### src/rtl/mem_copy_engine_if.sv
// Command, status and memory-port bundle for mem_copy_engine.
// master = engine side; slave = command logic plus the source and destination memories.
interface mem_copy_engine_if #(
  parameter int DATA_WIDTH = 8,
  parameter int SRC_AW     = 32,
  parameter int DST_AW     = 26,
  parameter int LEN_W      = 32
);
  logic                  start;
  logic                  mode;
  logic [SRC_AW-1:0]     src_base;
  logic [DST_AW-1:0]     dst_base;
  logic [LEN_W-1:0]      length;
  logic                  busy;
  logic                  done;
  logic                  mismatch;
  logic [LEN_W-1:0]      err_index;
  logic                  src_rd_en;
  logic [SRC_AW-1:0]     src_addr;
  logic [DATA_WIDTH-1:0] src_rd_data;
  logic                  dst_rd_en;
  logic                  dst_wr_en;
  logic [DST_AW-1:0]     dst_addr;
  logic [DATA_WIDTH-1:0] dst_wr_data;
  logic [DATA_WIDTH-1:0] dst_rd_data;

  modport master (
    input  start, mode, src_base, dst_base, length, src_rd_data, dst_rd_data,
    output busy, done, mismatch, err_index,
    output src_rd_en, src_addr, dst_rd_en, dst_wr_en, dst_addr, dst_wr_data
  );

  modport slave (
    output start, mode, src_base, dst_base, length, src_rd_data, dst_rd_data,
    input  busy, done, mismatch, err_index,
    input  src_rd_en, src_addr, dst_rd_en, dst_wr_en, dst_addr, dst_wr_data
  );
endinterface

### src/rtl/mem_copy_engine.sv
// Copies or compares word blocks between source and destination memories, two cycles per word.
// done pulses one cycle after the last word; no backpressure, read data is consumed one cycle after its strobe.
module mem_copy_engine #(
  parameter int DATA_WIDTH = 8,
  parameter int SRC_AW     = 32,
  parameter int DST_AW     = 26,
  parameter int LEN_W      = 32
) (
  input  logic               clk,
  input  logic               rst_n,
  mem_copy_engine_if.master  bus
);

  typedef enum logic [2:0] {
    S_IDLE,
    S_RD,
    S_WR,
    S_CHK,
    S_FIN
  } state_e;

  state_e                state_q, state_d;
  logic                  mode_q, mode_d;
  logic [SRC_AW-1:0]     src_base_q, src_base_d;
  logic [DST_AW-1:0]     dst_base_q, dst_base_d;
  logic [LEN_W-1:0]      len_q, len_d;
  logic [LEN_W-1:0]      idx_q, idx_d;
  logic                  mismatch_q, mismatch_d;
  logic [LEN_W-1:0]      err_index_q, err_index_d;

  logic [SRC_AW-1:0]     src_addr_cur;
  logic [DST_AW-1:0]     dst_addr_cur;
  logic                  last_word;

  logic                  busy;
  logic                  done;
  logic                  src_rd_en;
  logic [SRC_AW-1:0]     src_addr;
  logic                  dst_rd_en;
  logic                  dst_wr_en;
  logic [DST_AW-1:0]     dst_addr;
  logic [DATA_WIDTH-1:0] dst_wr_data;

  always_comb begin
    state_d     = state_q;
    mode_d      = mode_q;
    src_base_d  = src_base_q;
    dst_base_d  = dst_base_q;
    len_d       = len_q;
    idx_d       = idx_q;
    mismatch_d  = mismatch_q;
    err_index_d = err_index_q;

    busy        = 1'b0;
    done        = 1'b0;
    src_rd_en   = 1'b0;
    src_addr    = '0;
    dst_rd_en   = 1'b0;
    dst_wr_en   = 1'b0;
    dst_addr    = '0;
    dst_wr_data = '0;

    // Addresses wrap silently at the memory width; the index is zero-extended or truncated to fit.
    src_addr_cur = src_base_q + SRC_AW'(idx_q);
    dst_addr_cur = dst_base_q + DST_AW'(idx_q);
    last_word    = (idx_q == len_q - LEN_W'(1));

    unique case (state_q)
      S_IDLE: begin
        if (bus.start) begin
          mode_d      = bus.mode;
          src_base_d  = bus.src_base;
          dst_base_d  = bus.dst_base;
          len_d       = bus.length;
          idx_d       = '0;
          mismatch_d  = 1'b0;
          err_index_d = '0;
          state_d     = (bus.length == '0) ? S_FIN : S_RD;
        end
      end

      S_RD: begin
        busy      = 1'b1;
        src_rd_en = 1'b1;
        src_addr  = src_addr_cur;
        if (mode_q) begin
          dst_rd_en = 1'b1;
          dst_addr  = dst_addr_cur;
          state_d   = S_CHK;
        end else begin
          state_d   = S_WR;
        end
      end

      S_WR: begin
        busy        = 1'b1;
        dst_wr_en   = 1'b1;
        dst_addr    = dst_addr_cur;
        dst_wr_data = bus.src_rd_data;
        if (last_word) begin
          state_d = S_FIN;
        end else begin
          idx_d   = idx_q + LEN_W'(1);
          state_d = S_RD;
        end
      end

      S_CHK: begin
        busy = 1'b1;
        if (bus.src_rd_data != bus.dst_rd_data) begin
          mismatch_d  = 1'b1;
          err_index_d = idx_q;
          state_d     = S_FIN;
        end else if (last_word) begin
          state_d = S_FIN;
        end else begin
          idx_d   = idx_q + LEN_W'(1);
          state_d = S_RD;
        end
      end

      S_FIN: begin
        done    = 1'b1;
        state_d = S_IDLE;
      end

      default: begin
        state_d = S_IDLE;
      end
    endcase

    // A reset cycle must not let a write or read strobe reach the memories.
    if (!rst_n) begin
      busy        = 1'b0;
      done        = 1'b0;
      src_rd_en   = 1'b0;
      src_addr    = '0;
      dst_rd_en   = 1'b0;
      dst_wr_en   = 1'b0;
      dst_addr    = '0;
      dst_wr_data = '0;
    end
  end

  always_ff @(posedge clk) begin
    if (!rst_n) begin
      state_q     <= S_IDLE;
      mode_q      <= 1'b0;
      src_base_q  <= '0;
      dst_base_q  <= '0;
      len_q       <= '0;
      idx_q       <= '0;
      mismatch_q  <= 1'b0;
      err_index_q <= '0;
    end else begin
      state_q     <= state_d;
      mode_q      <= mode_d;
      src_base_q  <= src_base_d;
      dst_base_q  <= dst_base_d;
      len_q       <= len_d;
      idx_q       <= idx_d;
      mismatch_q  <= mismatch_d;
      err_index_q <= err_index_d;
    end
  end

  assign bus.busy        = busy;
  assign bus.done        = done;
  assign bus.mismatch    = mismatch_q;
  assign bus.err_index   = err_index_q;
  assign bus.src_rd_en   = src_rd_en;
  assign bus.src_addr    = src_addr;
  assign bus.dst_rd_en   = dst_rd_en;
  assign bus.dst_wr_en   = dst_wr_en;
  assign bus.dst_addr    = dst_addr;
  assign bus.dst_wr_data = dst_wr_data;

endmodule
### src/flat_wrapper.sv
// flat-port wrapper written by rule: the top's interface ports become plain ports
module mem_copy_engine_flat 
#(
  parameter int DATA_WIDTH = 8,
  parameter int SRC_AW     = 32,
  parameter int DST_AW     = 26,
  parameter int LEN_W      = 32
)
  (clk, rst_n, bus_start, bus_mode, bus_src_base, bus_dst_base, bus_length, bus_src_rd_data, bus_dst_rd_data, bus_busy, bus_done, bus_mismatch, bus_err_index, bus_src_rd_en, bus_src_addr, bus_dst_rd_en, bus_dst_wr_en, bus_dst_addr, bus_dst_wr_data);
  mem_copy_engine_if #(.DATA_WIDTH(DATA_WIDTH), .SRC_AW(SRC_AW), .DST_AW(DST_AW), .LEN_W(LEN_W)) bus_i ();
  input  logic clk;
  input  logic rst_n;
  input wire logic [$bits(bus_i.start)-1:0] bus_start;
  input wire logic [$bits(bus_i.mode)-1:0] bus_mode;
  input wire logic [$bits(bus_i.src_base)-1:0] bus_src_base;
  input wire logic [$bits(bus_i.dst_base)-1:0] bus_dst_base;
  input wire logic [$bits(bus_i.length)-1:0] bus_length;
  input wire logic [$bits(bus_i.src_rd_data)-1:0] bus_src_rd_data;
  input wire logic [$bits(bus_i.dst_rd_data)-1:0] bus_dst_rd_data;
  output wire logic [$bits(bus_i.busy)-1:0] bus_busy;
  output wire logic [$bits(bus_i.done)-1:0] bus_done;
  output wire logic [$bits(bus_i.mismatch)-1:0] bus_mismatch;
  output wire logic [$bits(bus_i.err_index)-1:0] bus_err_index;
  output wire logic [$bits(bus_i.src_rd_en)-1:0] bus_src_rd_en;
  output wire logic [$bits(bus_i.src_addr)-1:0] bus_src_addr;
  output wire logic [$bits(bus_i.dst_rd_en)-1:0] bus_dst_rd_en;
  output wire logic [$bits(bus_i.dst_wr_en)-1:0] bus_dst_wr_en;
  output wire logic [$bits(bus_i.dst_addr)-1:0] bus_dst_addr;
  output wire logic [$bits(bus_i.dst_wr_data)-1:0] bus_dst_wr_data;
  assign bus_i.start = bus_start;
  assign bus_i.mode = bus_mode;
  assign bus_i.src_base = bus_src_base;
  assign bus_i.dst_base = bus_dst_base;
  assign bus_i.length = bus_length;
  assign bus_i.src_rd_data = bus_src_rd_data;
  assign bus_i.dst_rd_data = bus_dst_rd_data;
  assign bus_busy = bus_i.busy;
  assign bus_done = bus_i.done;
  assign bus_mismatch = bus_i.mismatch;
  assign bus_err_index = bus_i.err_index;
  assign bus_src_rd_en = bus_i.src_rd_en;
  assign bus_src_addr = bus_i.src_addr;
  assign bus_dst_rd_en = bus_i.dst_rd_en;
  assign bus_dst_wr_en = bus_i.dst_wr_en;
  assign bus_dst_addr = bus_i.dst_addr;
  assign bus_dst_wr_data = bus_i.dst_wr_data;
  mem_copy_engine #(.DATA_WIDTH(DATA_WIDTH), .SRC_AW(SRC_AW), .DST_AW(DST_AW), .LEN_W(LEN_W)) u_core (.clk(clk), .rst_n(rst_n), .bus(bus_i));
endmodule
### config.mk
export PLATFORM = sky130hd
export DESIGN_NAME = mem_copy_engine_flat
export DESIGN_NICKNAME = d
export VERILOG_FILES = /design/src/rtl/mem_copy_engine_if.sv /design/src/rtl/mem_copy_engine.sv /design/src/flat_wrapper.sv
export SDC_FILE = /design/constraint.sdc
export NUM_CORES = 1
export LEC_CHECK = 0
export ABC_AREA = 1
export CAP_MARGIN = 20
export CELL_PAD_IN_SITES_DETAIL_PLACEMENT = 0
export CELL_PAD_IN_SITES_GLOBAL_PLACEMENT = 1
export CORE_MARGIN = 3
export CORE_UTILIZATION = 40
export DETAILED_ROUTE_END_ITERATION = 12
export GPL_ROUTABILITY_DRIVEN = 0
export HOLD_SLACK_MARGIN = 0.12
export PLACE_DENSITY_LB_ADDON = 0.1
export SLEW_MARGIN = 25
export SYNTH_ARGS = -nofsm -noshare
export SYNTH_HDL_FRONTEND = slang
export SYNTH_SLANG_ARGS = --single-unit
### constraint.sdc
create_clock -name clk -period 10.5 [get_ports clk]
set_input_delay 3.15 -clock clk [delete_from_list [all_inputs] [get_ports clk]]
set_output_delay 3.15 -clock clk [all_outputs]
set_load 0.1 [all_outputs]
---- After elaboration in Yosys (flattened, before gate mapping) ----
Cells that the tools add are included.
cells by class
  shift operators ......................... 0
  multiply operators ...................... 0
  bitwise logic cells ..................... 0
  mux-type cells .......................... 33
  divide/modulo/power cells ............... 0
  magnitude comparators ................... 0
  eq/ne operators ......................... 9
  add/sub/neg operators ................... 4
  reduce and logical (&&, ||, !) cells .... 8
operators with widths
  kind                     number
  $mux W32                 6
  $pmux W32 S3             1
  $pmux W32 S2             1
  $mux W26                 2
  $pmux W26 S2             1
  $add A32 B1 Y32 const B  1
  $add A32 B32 Y32         1
  $eq A32 B32 Y1           1
  $logic_not A32 Y1        1
  $sub A32 B1 Y32 const B  1
  $add A26 B26 Y26         1
  $mux W8                  2
  $mux W1                  14
  $mux W3                  4
  $pmux W3 S4              1
  $ne A8 B8 Y1             1
  $eq A3 B2 Y1 const B     2
  $reduce_and A3 Y1        2
  $ne A2 B2 Y1 const B     2
  $eq A3 B1 Y1 const B     1
  $eq A3 B3 Y1 const B     1
  $logic_not A3 Y1         1
  $reduce_bool A3 Y1       1
  $reduce_or A3 Y1         1
  other kinds (4)          4
word-level totals
  logic and storage cells ................. 62
  input port bits ......................... 110
  bits in latches ......................... 0
  memory bits (writable) .................. 0
  flip-flop bits (word level) ............. 159
  bits in read-only memories .............. 0
  memories ................................ 0

---- Logic depth before layout (Yosys ltp) ----
  word-level depth ........................ 5
  mapped depth ............................ 17

---- Least setup slack after synthesis ----
Ideal clock, no wire load.
  path kind ............................... input -> output
  start point ............................. in rst_n
  end point ............................... out bus_dst_addr[10]
  stages on the path ...................... 9
  setup slack ............................. 377 ps
  data arrival time ....................... 6,973 ps
  data required time ...................... 7,350 ps
  path buffers ............................ 1
  cell sequence ........................... inv_1 -> nor2_1 -> inv_1 -> nor2_1 -> nor2_1 -> inv_1 -> clkbuf_1 -> o21ai_0 -> a21oi_1
between the ends
  word-level cells in the longest chain between the ends .. 1
RTL lines
  item                line                    source
  start: declaration  flat_wrapper.sv:12      input logic rst_n;
  $mux W26            mem_copy_engine.sv:133  if (!rst_n) begin
  end: declaration    flat_wrapper.sv:28      output wire logic [$bits(bus_i.dst_addr)-1:0] bus_dst_addr;
No other way between the ends.

---- Worst setup path in the final report ----
  start point ............................. in rst_n
  end point ............................... out bus_dst_addr[5]
Same word-level chain as after synthesis.

==> results.md <==
* Status: finished clean
* Core footprint at 28090 µm²
* Number of setup buffers added after CTS at 0
* Chip height at 175.8 µm
* PortBufs at 213
* Layout cell share with drive strength beyond 1 at 9.086%
* Reg-to-reg endpoint: u_core.idx_q[14]
* Root Buffer Master: clkbuf_16
* Global Route Usage Sum at 27.35%
* Max Cap Violations at 0
* Worst reg2reg setup slack at 7220 ps
* CTS resizes at 0
* Hold Path Stages at 2
* PD cells at 123.1 nW/µm²
* Cell family with most CP delay: buffers and inverters
* Yosys warns at 0
* Detailed-router iteration count before antenna repair at 7
* Initial antenna violation count at 3
* Post-synth ARST share at 0%
* Final Skew at between 15 and 20 ps
* Die Wd at ~180 µm
* Relative slew slack at roughly 29%
* RSZ-0062 raised after global routing: no
* Routed WL at roughly 43000 µm
* Clk sinks at 159
* Die area at 30910 µm²
* Ranking of synthesized cells by area: dfxtp_1 28%, a21oi_1 11%, nand2_1 11%
* Cell row count at 61
* WL/cell at around 18 µm
* WP data required at 7350 ps
* Min-delay src: u_core.src_base_q[0]
* Buf/Inv on CP at 6
* Type of the worst setup path: input port to primary output
* Final setup fails at 0
* Final HPWL DP at around 32000 µm
* CTS clk-pin slew, worst paths at about 60 ps
* Peak supply drop at 126.2 µV
* Final Hold Fails at 0
* Post-synth EDFFs at 0
* CTS tree: built
* Slew Limit Fails at 0
* IO Pins at 214
* Worst path max stage delay at between 500 and 600 ps
* Seq/Total Area, Yosys at ~28%
* # diodes at 0
* Top achievable clock speed at 0.1096 GHz
* Vias in the first global route at approximately 12k
* First-pass GRT wire length at 67110 µm
* Initial Util at 41.07%
* Clk Latency, worst-skew pair at 440 ps
* Most common cell on crit path: nor2_1
* Most instantiated library cell after synthesis: nand2_1
* Worst Setup End Kind: primary output
* CTS buffer count at 17
* Residual DRC count at 0
* H-tree levels at 4
* Drt initial violations at 957
* Leakage power at 5.755 nW
* Final core utilization at between 50 and 60%
* Critical R2R Launch: u_core.len_q[0]
* Synth top area share at 27.59%
* Gr ovfl total at 0
* Worst reg-to-reg path cell count at 16
* Synth top cells by count: 352 x nand2_1, 265 x a21oi_1, 190 x nor2_1
* Post-layout nets at around 2.1k
* CP max-delay cell: clkdlybuf4s50_1
* Crit path cell chain: clkdlybuf4s50_1 -> inv_4 -> nor2_1 -> buf_4 -> inv_1 -> nor2_1 -> nor2_1 -> inv_1 -> o21ai_0 -> a21oi_1 -> buf_12
* Syn Std Cell Area at about 12000 µm²
* Remaining antenna violation count at 0
* Mapped Cells at 1784
* Crit path arrival time at 5970 ps
* Synth-to-Final Area Change at 28.09%
* Largest area contributor in the netlist: dfxtp_1
* Least-Margin Pin Slew at about 1100 ps
* DR vias/cell at 5.421
* Main synth FF type: dfxtp_1
* FF+latch count, synth at 159
* Syn avg cell area at between 6 and 7 µm²
* Crit path max fanout at 23
* Clock tree buffer depth at 2
* Yosys cell types at between 40 and 50
* Syn_nets at just under 2k
* Hold Path Class: flop to flop
* Fin crit period at approximately 9100 ps
* DR vias at 12.67k
* Setup TNS at 0 ps
* Tcrit/Tclk final at between 80% and 90%
* CTS Hold Bufs at 0
* Largest net degree at the start of global routing at 92
* Min-Delay Endpoint: u_core.src_base_q[0]
* CP startpoint kind: input port
==> worst min-delay path: stages, from the launching register on <==
cell and delay [ps]:
dfxtp_1 310, nand2_1 60, a21oi_1 50
==> area by class of cell <==
cell class	instances	area (µm²)
fill	2932	13310
multi-input combinational	1395	7471
sequential	159	3183
timing repair buffer	224	2497
inverter	149	561.8
tap	378	473.0
clock buffer	17	425.4
clock inverter	15	165.2
==> stage by stage <==
| step | setup slack [ps] | hold WS (ps) | cell area (µm²) | std cells | power [mW] |
|---|---|---|---|---|---|
| floorplan | 377.4 | 444.2 | 11540 | 1784 | 1.030 |
| CTS | 1346 | 468.3 | 14780 | 2337 | 1.828 |
| finish | 1377 | 467.9 | 14780 | 2337 | 1.819 |
| global route | 1086 | 480.2 | 14780 | 2337 | 1.910 |
| global placement | 1497 | 453.4 | 14190 | 2305 | 1.183 |
| detailed placement | 1378 | 458.5 | 14190 | 2305 | 1.186 |
==> worst max-delay path by stage <==
stage               start                to  depth (start not counted)
global route        rst_n   bus_dst_addr[6]                         11
finish              rst_n   bus_dst_addr[5]                         11
global placement    rst_n   bus_dst_addr[7]                         11
floorplan           rst_n  bus_dst_addr[10]                          9
CTS                 rst_n   bus_dst_addr[5]                         11
detailed placement  rst_n   bus_dst_addr[5]                         11
==> flip-flops by register name, indices dropped and copies added (netlist names) <==
signal                cells
u_core.bus.err_index     32
u_core.bus.mismatch       1
u_core.dst_base_q        26
u_core.idx_q             32
u_core.len_q             32
u_core.mode_q             1
u_core.src_base_q        32
u_core.state_q            3
==> cell families (layout without fill, tap and decap cells) <==
group,after synthesis,in the layout,synth area share [%]
AND/OR/NAND/NOR,856,856,33.72
flip-flops,159,159,27.59
XOR/XNOR,79,79,5.998
adder cells (fa/ha/maj),60,60,6.638
buffers and inverters,230,405,7.776
AO/OA/AOI/OAI,400,400,18.28
==> cells in the final DEF (no fill, tap or decap), drive strengths merged, types with 8 or more instances in the layout <==
cell type / n
or2: 22
xor2: 59
clkdlybuf4s50: 142
ha: 58
inv: 157
nor3: 31
o21ai: 98
nand3: 153
xnor2: 20
nor4: 22
nor2: 206
nand3b: 8
nand2: 360
nand4: 51
dfxtp: 159
a21oi: 265
o21a: 8
buf: 82
clkbuf: 17
==> routing by layer <==
metal  global-route usage, %  routed length [µm]
met4                   10.59                1617
met2                   43.68               19320
met3                   5.318                2872
met1                   36.47               18910
met5                       0                  41
==> power breakdown <==
group	switching (mW)	total (mW)	internal, mW
registers	0.0355	0.674	0.639
clock network	0.285	0.643	0.358
logic	0.335	0.502	0.166
total	0.656	1.82	1.16
(Power assumes the default switching activity.)
